==> src/rtl/vga_input_pkg.sv <==
// Shared encodings for the VGA direction-input conditioner: direction codes,
// step FSM states, and the fixed right > left > up > down priority helpers.
package vga_input_pkg;

  localparam logic [1:0] DIR_RIGHT = 2'd0;
  localparam logic [1:0] DIR_LEFT  = 2'd1;
  localparam logic [1:0] DIR_UP    = 2'd2;
  localparam logic [1:0] DIR_DOWN  = 2'd3;

  typedef enum logic [1:0] {
    IDLE   = 2'd0,
    HOLD   = 2'd1,
    REPEAT = 2'd2
  } step_state_e;

  // One-hot of the winning pressed key; bit0 right .. bit3 down.
  function automatic logic [3:0] resolve(input logic [3:0] pressed);
    if (pressed[0])      return 4'b0001;
    else if (pressed[1]) return 4'b0010;
    else if (pressed[2]) return 4'b0100;
    else if (pressed[3]) return 4'b1000;
    else                 return 4'b0000;
  endfunction

  function automatic logic [1:0] onehot_dir(input logic [3:0] oh);
    if (oh[0])      return DIR_RIGHT;
    else if (oh[1]) return DIR_LEFT;
    else if (oh[2]) return DIR_UP;
    else            return DIR_DOWN;
  endfunction

endpackage

==> src/rtl/key_debounce.sv <==
// One active-low key: 2-flop synchroniser followed by a stability counter.
// Exposes the next-state stable level so the consumer's register lands on the same edge.
module key_debounce #(
  parameter int DEBOUNCE_CYCLES = 500000,
  parameter int CNT_W           = 24
) (
  input  logic clk_i,
  input  logic rst_ni,
  input  logic key_ni,
  output logic pressed_nxt_o
);

  logic             s1_q, s2_q, stable_q, stable_d;
  logic [CNT_W-1:0] cnt_q, cnt_d;

  // Any sample agreeing with the stable level restarts the count.
  always_comb begin
    stable_d = stable_q;
    cnt_d    = '0;
    if (s2_q != stable_q) begin
      if (cnt_q == CNT_W'(DEBOUNCE_CYCLES - 1)) stable_d = s2_q;
      else                                      cnt_d    = cnt_q + CNT_W'(1);
    end
  end

  always_ff @(posedge clk_i or negedge rst_ni) begin
    if (!rst_ni) begin
      s1_q     <= 1'b1;
      s2_q     <= 1'b1;
      stable_q <= 1'b1;
      cnt_q    <= '0;
    end else begin
      s1_q     <= key_ni;
      s2_q     <= s1_q;
      stable_q <= stable_d;
      cnt_q    <= cnt_d;
    end
  end

  assign pressed_nxt_o = ~stable_d;

endmodule

==> src/rtl/vga_dir_input.sv <==
// Debounced, priority-resolved direction levels plus a one-cycle step strobe.
// Define DIR_AUTOREPEAT_EN for hold-to-repeat strobes (REPEAT_DELAY/REPEAT_RATE >= 2).
module vga_dir_input
  import vga_input_pkg::*;
#(
  parameter int DEBOUNCE_CYCLES = 500000,
  parameter int REPEAT_DELAY    = 12500000,
  parameter int REPEAT_RATE     = 200000,
  parameter int CNT_W           = 24
) (
  input  logic       iVGA_CLK,
  input  logic       iRST_n,
  input  logic [3:0] iKEY_n,
  output logic       right,
  output logic       left,
  output logic       up,
  output logic       down,
  output logic       oStep,
  output logic [1:0] oDir
);

  logic [3:0]  press_nxt, lvl_q;
  step_state_e state_q, state_d;
  logic        step_q, step_d, active, can_fire;
  logic [1:0]  dir_q, dir_d, d;
`ifdef DIR_AUTOREPEAT_EN
  logic [CNT_W-1:0] rcnt_q, rcnt_d, rlim;
`endif

  for (genvar g = 0; g < 4; g++) begin : g_key
    key_debounce #(.DEBOUNCE_CYCLES(DEBOUNCE_CYCLES), .CNT_W(CNT_W)) u_key (
      .clk_i        (iVGA_CLK),
      .rst_ni       (iRST_n),
      .key_ni       (iKEY_n[g]),
      .pressed_nxt_o(press_nxt[g])
    );
  end

  assign active   = |lvl_q;
  assign d        = onehot_dir(lvl_q);
  // A pending strobe waits one cycle so oStep never stays high back-to-back.
  assign can_fire = ~step_q;
`ifdef DIR_AUTOREPEAT_EN
  assign rlim = (state_q == HOLD) ? CNT_W'(REPEAT_DELAY - 1) : CNT_W'(REPEAT_RATE - 1);
`endif

  always_ff @(posedge iVGA_CLK or negedge iRST_n) begin
    if (!iRST_n) begin
      lvl_q   <= '0;
      state_q <= IDLE;
      step_q  <= 1'b0;
      dir_q   <= DIR_RIGHT;
`ifdef DIR_AUTOREPEAT_EN
      rcnt_q  <= '0;
`endif
    end else begin
      lvl_q   <= resolve(press_nxt);
      state_q <= state_d;
      step_q  <= step_d;
      dir_q   <= dir_d;
`ifdef DIR_AUTOREPEAT_EN
      rcnt_q  <= rcnt_d;
`endif
    end
  end

  always_comb begin
    state_d = state_q;
    case (state_q)
      IDLE: if (active && can_fire) state_d = HOLD;
      HOLD: begin
        if (!active) state_d = IDLE;
`ifdef DIR_AUTOREPEAT_EN
        else if (d == dir_q && rcnt_q == rlim && can_fire) state_d = REPEAT;
`endif
      end
`ifdef DIR_AUTOREPEAT_EN
      REPEAT: begin
        if (!active)                        state_d = IDLE;
        else if (d != dir_q && can_fire)    state_d = HOLD;
      end
`endif
      default: state_d = IDLE;
    endcase
  end

  always_comb begin
    step_d = 1'b0;
    dir_d  = dir_q;
`ifdef DIR_AUTOREPEAT_EN
    rcnt_d = rcnt_q;
`endif
    if (state_q == IDLE) begin
      if (active && can_fire) begin
        step_d = 1'b1;
        dir_d  = d;
`ifdef DIR_AUTOREPEAT_EN
        rcnt_d = '0;
`endif
      end
    end else if (active) begin
      if (d != dir_q) begin
        if (can_fire) begin
          step_d = 1'b1;
          dir_d  = d;
`ifdef DIR_AUTOREPEAT_EN
          rcnt_d = '0;
`endif
        end
      end
`ifdef DIR_AUTOREPEAT_EN
      else if (rcnt_q == rlim) begin
        if (can_fire) begin
          step_d = 1'b1;
          rcnt_d = '0;
        end
      end else begin
        rcnt_d = rcnt_q + CNT_W'(1);
      end
`endif
    end
  end

  assign right = lvl_q[0];
  assign left  = lvl_q[1];
  assign up    = lvl_q[2];
  assign down  = lvl_q[3];
  assign oStep = step_q;
  assign oDir  = dir_q;

endmodule

==> config.mk <==
export PLATFORM = sky130hd
export DESIGN_NAME = vga_dir_input
export DESIGN_NICKNAME = d
export VERILOG_FILES = /design/src/rtl/vga_input_pkg.sv /design/src/rtl/key_debounce.sv /design/src/rtl/vga_dir_input.sv
export SDC_FILE = /design/constraint.sdc
export NUM_CORES = 1
export LEC_CHECK = 0
export CORE_AREA = 4 4 122 124
export CTS_CLUSTER_SIZE = 28
export DETAILED_ROUTE_END_ITERATION = 8
export DIE_AREA = 0 0 126 128
export GPL_TIMING_DRIVEN = 0
export SYNTH_ARGS = -nofsm -noshare
export SYNTH_HDL_FRONTEND = slang
export SYNTH_SLANG_ARGS = --single-unit
==> constraint.sdc <==
create_clock -name iVGA_CLK -period 2.6 [get_ports iVGA_CLK]
set_input_delay 0.78 -clock iVGA_CLK [delete_from_list [all_inputs] [get_ports iVGA_CLK]]
set_output_delay 0.78 -clock iVGA_CLK [all_outputs]
set_load 0.01 [all_outputs]
=== After elaboration in Yosys (flattened, before gate mapping) ===
Cells that the tools add are included.

* Input port bits: 6
* Output and inout bits: 7
* Logic and storage cells: 81
* Register bits: 117

* Bitwise operators: 1
* Add/subtract/negate cells: 4
* Muxes and demuxes: 36
* Reductions and logical operators: 7
* Equal/unequal tests: 13

{| class="wikitable"
|+ Operators by type and width
! operator !! count
|-
| 24-bit two-way mux || 8
|-
| 24-bit by 1-bit adder with 24-bit output, second input constant || 4
|-
| 24-bit by 19-bit equality test with 1-bit output, second input constant || 4
|-
| 2-bit two-way mux || 9
|-
| 4-bit two-way mux || 4
|-
| 1-bit two-way mux || 14
|-
| 1-bit != test || 4
|-
| 2-bit != test, second input constant || 2
|-
| 2-bit case mux with 2 select lines || 1
|-
| 4-bit AND reduction || 1
|-
| 2-bit nonzero test || 2
|-
| 4-bit OR reduction || 1
|-
| 2-bit by 1-bit equality test with 1-bit output, second input constant || 1
|-
| 2-bit zero test || 1
|-
| 2-bit by 1-bit != test with 1-bit output, second input constant || 1
|-
| 2-bit != test || 1
|-
| 2-bit AND reduction || 1
|-
| 1-bit logical AND || 1
|-
| 1-bit inverter || 1
|}

=== Depth between registers and ports, before layout ===
* Depth in word-level cells: 7
* Depth in mapped cells: 8
* Depth with buffers taken out: 6

=== Hierarchy ===
From an unflattened synthesis, not the netlist that was laid out.

* Cell total of the unflattened synthesis: 577
* Area, all modules: 5,863.1 µm²

{| class="wikitable"
|+ Modules (own cells, without submodules)
! module !! cells an instance !! seq. area each (µm²) !! instances !! area an instance (µm²)
|-
| key_debounce || 137 || 679.4 || 4 || 1,382.6
|-
| vga_dir_input || 29 || 200.2 || 1 || 332.8
|}

=== Worst setup path after synthesis ===
No wires, ideal clock.

* Path type: reg-to-reg
* Start: register g_key[3].u_key.cnt_q[0]
* End: register g_key[3].u_key.cnt_q[22]
* Stages on the path, launching flop included: 8
* Path buffers: 1
* Path slack: 650 ps
* Data required time: 2,470 ps
* Library setup time: 130 ps
* Data arrival time: 1,820 ps
* Period minus slack after synthesis: 1,950 ps
* Cell sequence: dfrtp_1 -> ha_1 -> nand4_1 -> or4b_1 -> buf_2 -> nor4b_4 -> xnor2_1 -> nor2_2

* Word-level cells in the longest chain between the ends: 3
* Elaborated cells on any way between the ends: 4
* Classes of those cells: 1 x add/sub; 1 x eq/ne; 2 x mux

{| class="wikitable"
|+ Ends and longest elaborated chain
! what !! line !! text
|-
| from (decl) || key_debounce.sv:14 || <nowiki>logic [CNT_W-1:0] cnt_q, cnt_d;</nowiki>
|-
| from (signal assigned) || key_debounce.sv:36 || <nowiki>cnt_q <= cnt_d;</nowiki>
|-
| 24-bit by 1-bit adder with 24-bit output / 24-bit by 19-bit equality test with 1-bit output (equally long branches) || key_debounce.sv:22, key_debounce.sv:21 ||
|-
| 24-bit two-way mux (*) || key_debounce.sv:21 || <nowiki>if (cnt_q == CNT_W'(DEBOUNCE_CYCLES - 1)) stable_d = s2_q;</nowiki>
|-
| 24-bit two-way mux (*) || key_debounce.sv:20 || <nowiki>if (s2_q != stable_q) begin</nowiki>
|-
| named net g_key[3].u_key.cnt_d[22] || key_debounce.sv:14 ||
|}

The timed path passes the listed nets; every way through them passes the cells marked *.
A chain may end at the register's enable or synchronous reset.

=== Final worst setup path ===
* Start: register dir_q[0] (netlist: oDir[0])
* End: output oDir[0]

{| class="wikitable"
|+ RTL lines
! what !! line !! text
|-
| from (decl) || vga_dir_input.sv:25 || <nowiki>logic [1:0] dir_q, dir_d, d;</nowiki>
|-
| from (signal assigned) || vga_dir_input.sv:60 || <nowiki>dir_q <= dir_d;</nowiki>
|-
| to (decl) || vga_dir_input.sv:19 || <nowiki>output logic [1:0] oDir</nowiki>
|}

No word-level cell between the ends.

==> out/results.ini <==
[layout]
seq_area_um2 = 2920
syn_to_final_growth_pct = 19.0
design_area_um2 = 6480
layout-drive-gt1-share = 0.106
fill_cells = 1280
n_antenna_cell = 0
nNetsFinal = 581
multi_input_area_um2 = 2400

[setup_path]
crit_type = register to output pin
rrSetupSlack_ns = 0.41
cp.required_ns = 1.82
cp.depth = 1
slowest_delay_ns = 0.62
path_cells = clkdlybuf4s50_1
cp-end-kind = output pin
cpMaxStageDelayCell = clkdlybuf4s50_1
crit_buf_inv = 1
rr_endpoint = g_key[3].u_key.cnt_q[16]$_DFF_PN0_
crit_fanout = 6
arrival_ns = 1.47
r2r-start = g_key[3].u_key.cnt_q[0]$_DFF_PN0_
startpoint_type = register
r2r_cells = 7
critPathTopFamily = buffers and inverters

[pwr]
power_density_nw_per_um2 = 700
peakVddDrop_uv = 478
fin_total_pwr_mw = 4.54
leakage_nw = 2.74
p_sw_frac = 0.192
p_clk_frac = 0.568
pwr-share-seq = 0.408
switching_power_mw = 0.871
p_comb_frac = 0.023
p_int_mw = 3.67

[timing]
slew_viol_final = 0
fin_skew_ns = 0.0142
period_share = 0.867
worst_pin_slew_ns = 0.877
hold_violations = 0
period_minus_slack_ns = 2.25
setup_viol = 0
slew_headroom = 0.411
maxClockFrequency_mhz = 444
rsz0062_at_grt = false
setup_slack_ns = 0.346

[die]
die-area_um2 = 16100
core_region_area_um2 = 13800
start_util = 0.395
die_h_um = 128
ios = 13
row_count = 43
die_w_um = 126

[run]
cap_violations = 0

[clocking]
cts_buffers = 17
clock_tree.buffer_depth = 2
cts_setup_buffers = 0
clock_sinks = 116
cts_hold_buffers = 0
path_clk_slew_ns = 0.05
htree_levels = 4
ctsResizeCount = 0
root_buffer = clkbuf_16
cts_tree = built
clock_latency_ns = 0.41

[drt]
drt_iter0_drc = 272
ant_nets = 0
drc = 0
routed-via-count = 3772
vias_per_cell = 4.94
wire_per_inst_um = 13.1
firstDrtPassIters = 4
totalWireLength_mm = 10.0

[placement]
io_buffer_count = 12
dpl-instance-area_um2 = 5820
place_ws_ns = 0.416
gp_congestion = 0.770
hpwl_mm = 6.67

[yosys]
synth_ff_type = dfrtp_1
synthMuxAreaShare = 0.00988
netlist_instances = 539
synth-compound-area-share = 0.00735
yosys_warnings = 0
syn_avg_cell_area_um2 = 10.1
synth-seq-cells = 116
synth_top_family_by_area = simple AND/OR/NAND/NOR gates
async_reset_ff_frac = 1.00
ys_types = 36
syn_area_um2 = 5450
synth_xor_area_frac = 0.150
synth_commonest_cells = 116 x nor2_1, 104 x dfrtp_1, 48 x xnor2_1
ys_seq_area_frac = 0.536
yosysTopAreaCellShare = 0.478
synth_area_leaders = dfrtp_1 48%, nor2_1 8.0%, xnor2_1 7.7%, xor2_1 7.2%, dfstp_2 5.8%
synth_edf_count = 0
yosysMostFrequentCell = nor2_1
syn_nets = 549
yosys.area_share.adder = 0.00919
yosys.area_share.simple = 0.265
yosys.area.top_type = dfrtp_1

[global_routing]
track_usage = 0.138
antenna_found_initial = 0
grtUsageMet3 = 0.0475
use_met1 = 0.186
gr-usage-met2 = 0.208
busiest_layer = met2
grt-ovfl-total = 0
grt_max_degree = 102
grt_pass1_vias = 3800
grt_first_pass_wirelength_mm = 18.0

[status]
status = finished, final reports clean

[worst_hold_path]
min_path_type = input port to async pin

per-stage QoR:
step	std cells	setup TNS [ns]	hold WS [ns]	util
2_1_floorplan	539	0	0.345	-
3_3_place_gp	731	-404.62	0.346	0.420
3_5_place_dp	732	0	0.347	0.423
4_1_cts	764	0	0.180	0.471
5_1_grt	764	0	0.182	0.471
6_report	764	0	0.189	0.471
area by class of cell:
cell class | count | share of cell area
sequential | 116 | 0.450
timing repair buffer | 13 | 0.0230
multi-input combinational | 392 | 0.371
buffer | 12 | 0.00830
clock buffer | 24 | 0.0759
inverter | 19 | 0.0110
clock inverter | 8 | 0.0263
tap | 180 | 0.0347
placed cells by master (no fill, tap or decap), drive strengths merged, types with 16 or more instances in the layout:
| master | instances |
|---|---|
| nor2 | 117 |
| dfrtp | 104 |
| xnor2 | 48 |
| xor2 | 45 |
| nand3 | 32 |
| clkbuf | 29 |
| nand2 | 28 |
| nand4 | 27 |
| inv | 19 |
| nor3 | 18 |
| and3 | 16 |
layer usage:
| layer | wire length, um | share of wire |
|---|---|---|
| met2 | 4590 | 0.46 |
| met1 | 4980 | 0.50 |
| met5 | 0 | 0 |
| met3 | 325 | 0.033 |
| met4 | 101 | 0.010 |
cells by family (layout without fill, tap and decap cells):
kind of cell	after synthesis	after routing
AO/OA/AOI/OAI	7	7
XOR/XNOR	93	93
adder cells (fa/ha/maj)	4	4
buffers and inverters	31	76
flip-flops	116	116
multiplexers	5	5
AND/OR/NAND/NOR	283	283
worst max-delay path by stage:
stage                                       start                                  to  slack, ns
5_1_grt        g_key[2].u_key.cnt_q[20]$_DFF_PN0_  g_key[2].u_key.cnt_q[16]$_DFF_PN0_       0.16
3_5_place_dp   g_key[3].u_key.cnt_q[10]$_DFF_PN0_  g_key[3].u_key.cnt_q[15]$_DFF_PN0_       0.42
2_1_floorplan   g_key[3].u_key.cnt_q[0]$_DFF_PN0_  g_key[3].u_key.cnt_q[22]$_DFF_PN0_       0.65
4_1_cts                       oDir[0]$_DFFE_PN0P_                             oDir[0]       0.33
6_report                      oDir[0]$_DFFE_PN0P_                             oDir[0]       0.35
3_3_place_gp                               iRST_n  g_key[3].u_key.cnt_q[19]$_DFF_PN0_      -3.64
power by group through the flow:
stage	combinational [mW]	sequential, mW	clock [mW]
after floorplan	0.0490	1.88	0
after global placement	0.104	1.88	0
after detailed placement	0.111	1.88	0
after CTS	0.111	1.85	2.63
after global routing	0.125	1.86	2.73
final	0.106	1.85	2.58
flip-flops by register name, indices dropped and copies added, names as in the netlist:
signal / flops
g_key.u_key.cnt_q: 96
g_key.u_key.s1_q: 4
g_key.u_key.s2_q: 4
g_key.u_key.stable_q: 4
lvl_q: 4
oDir: 2
oStep: 1
state_q: 1
(Power assumes the default switching activity.)
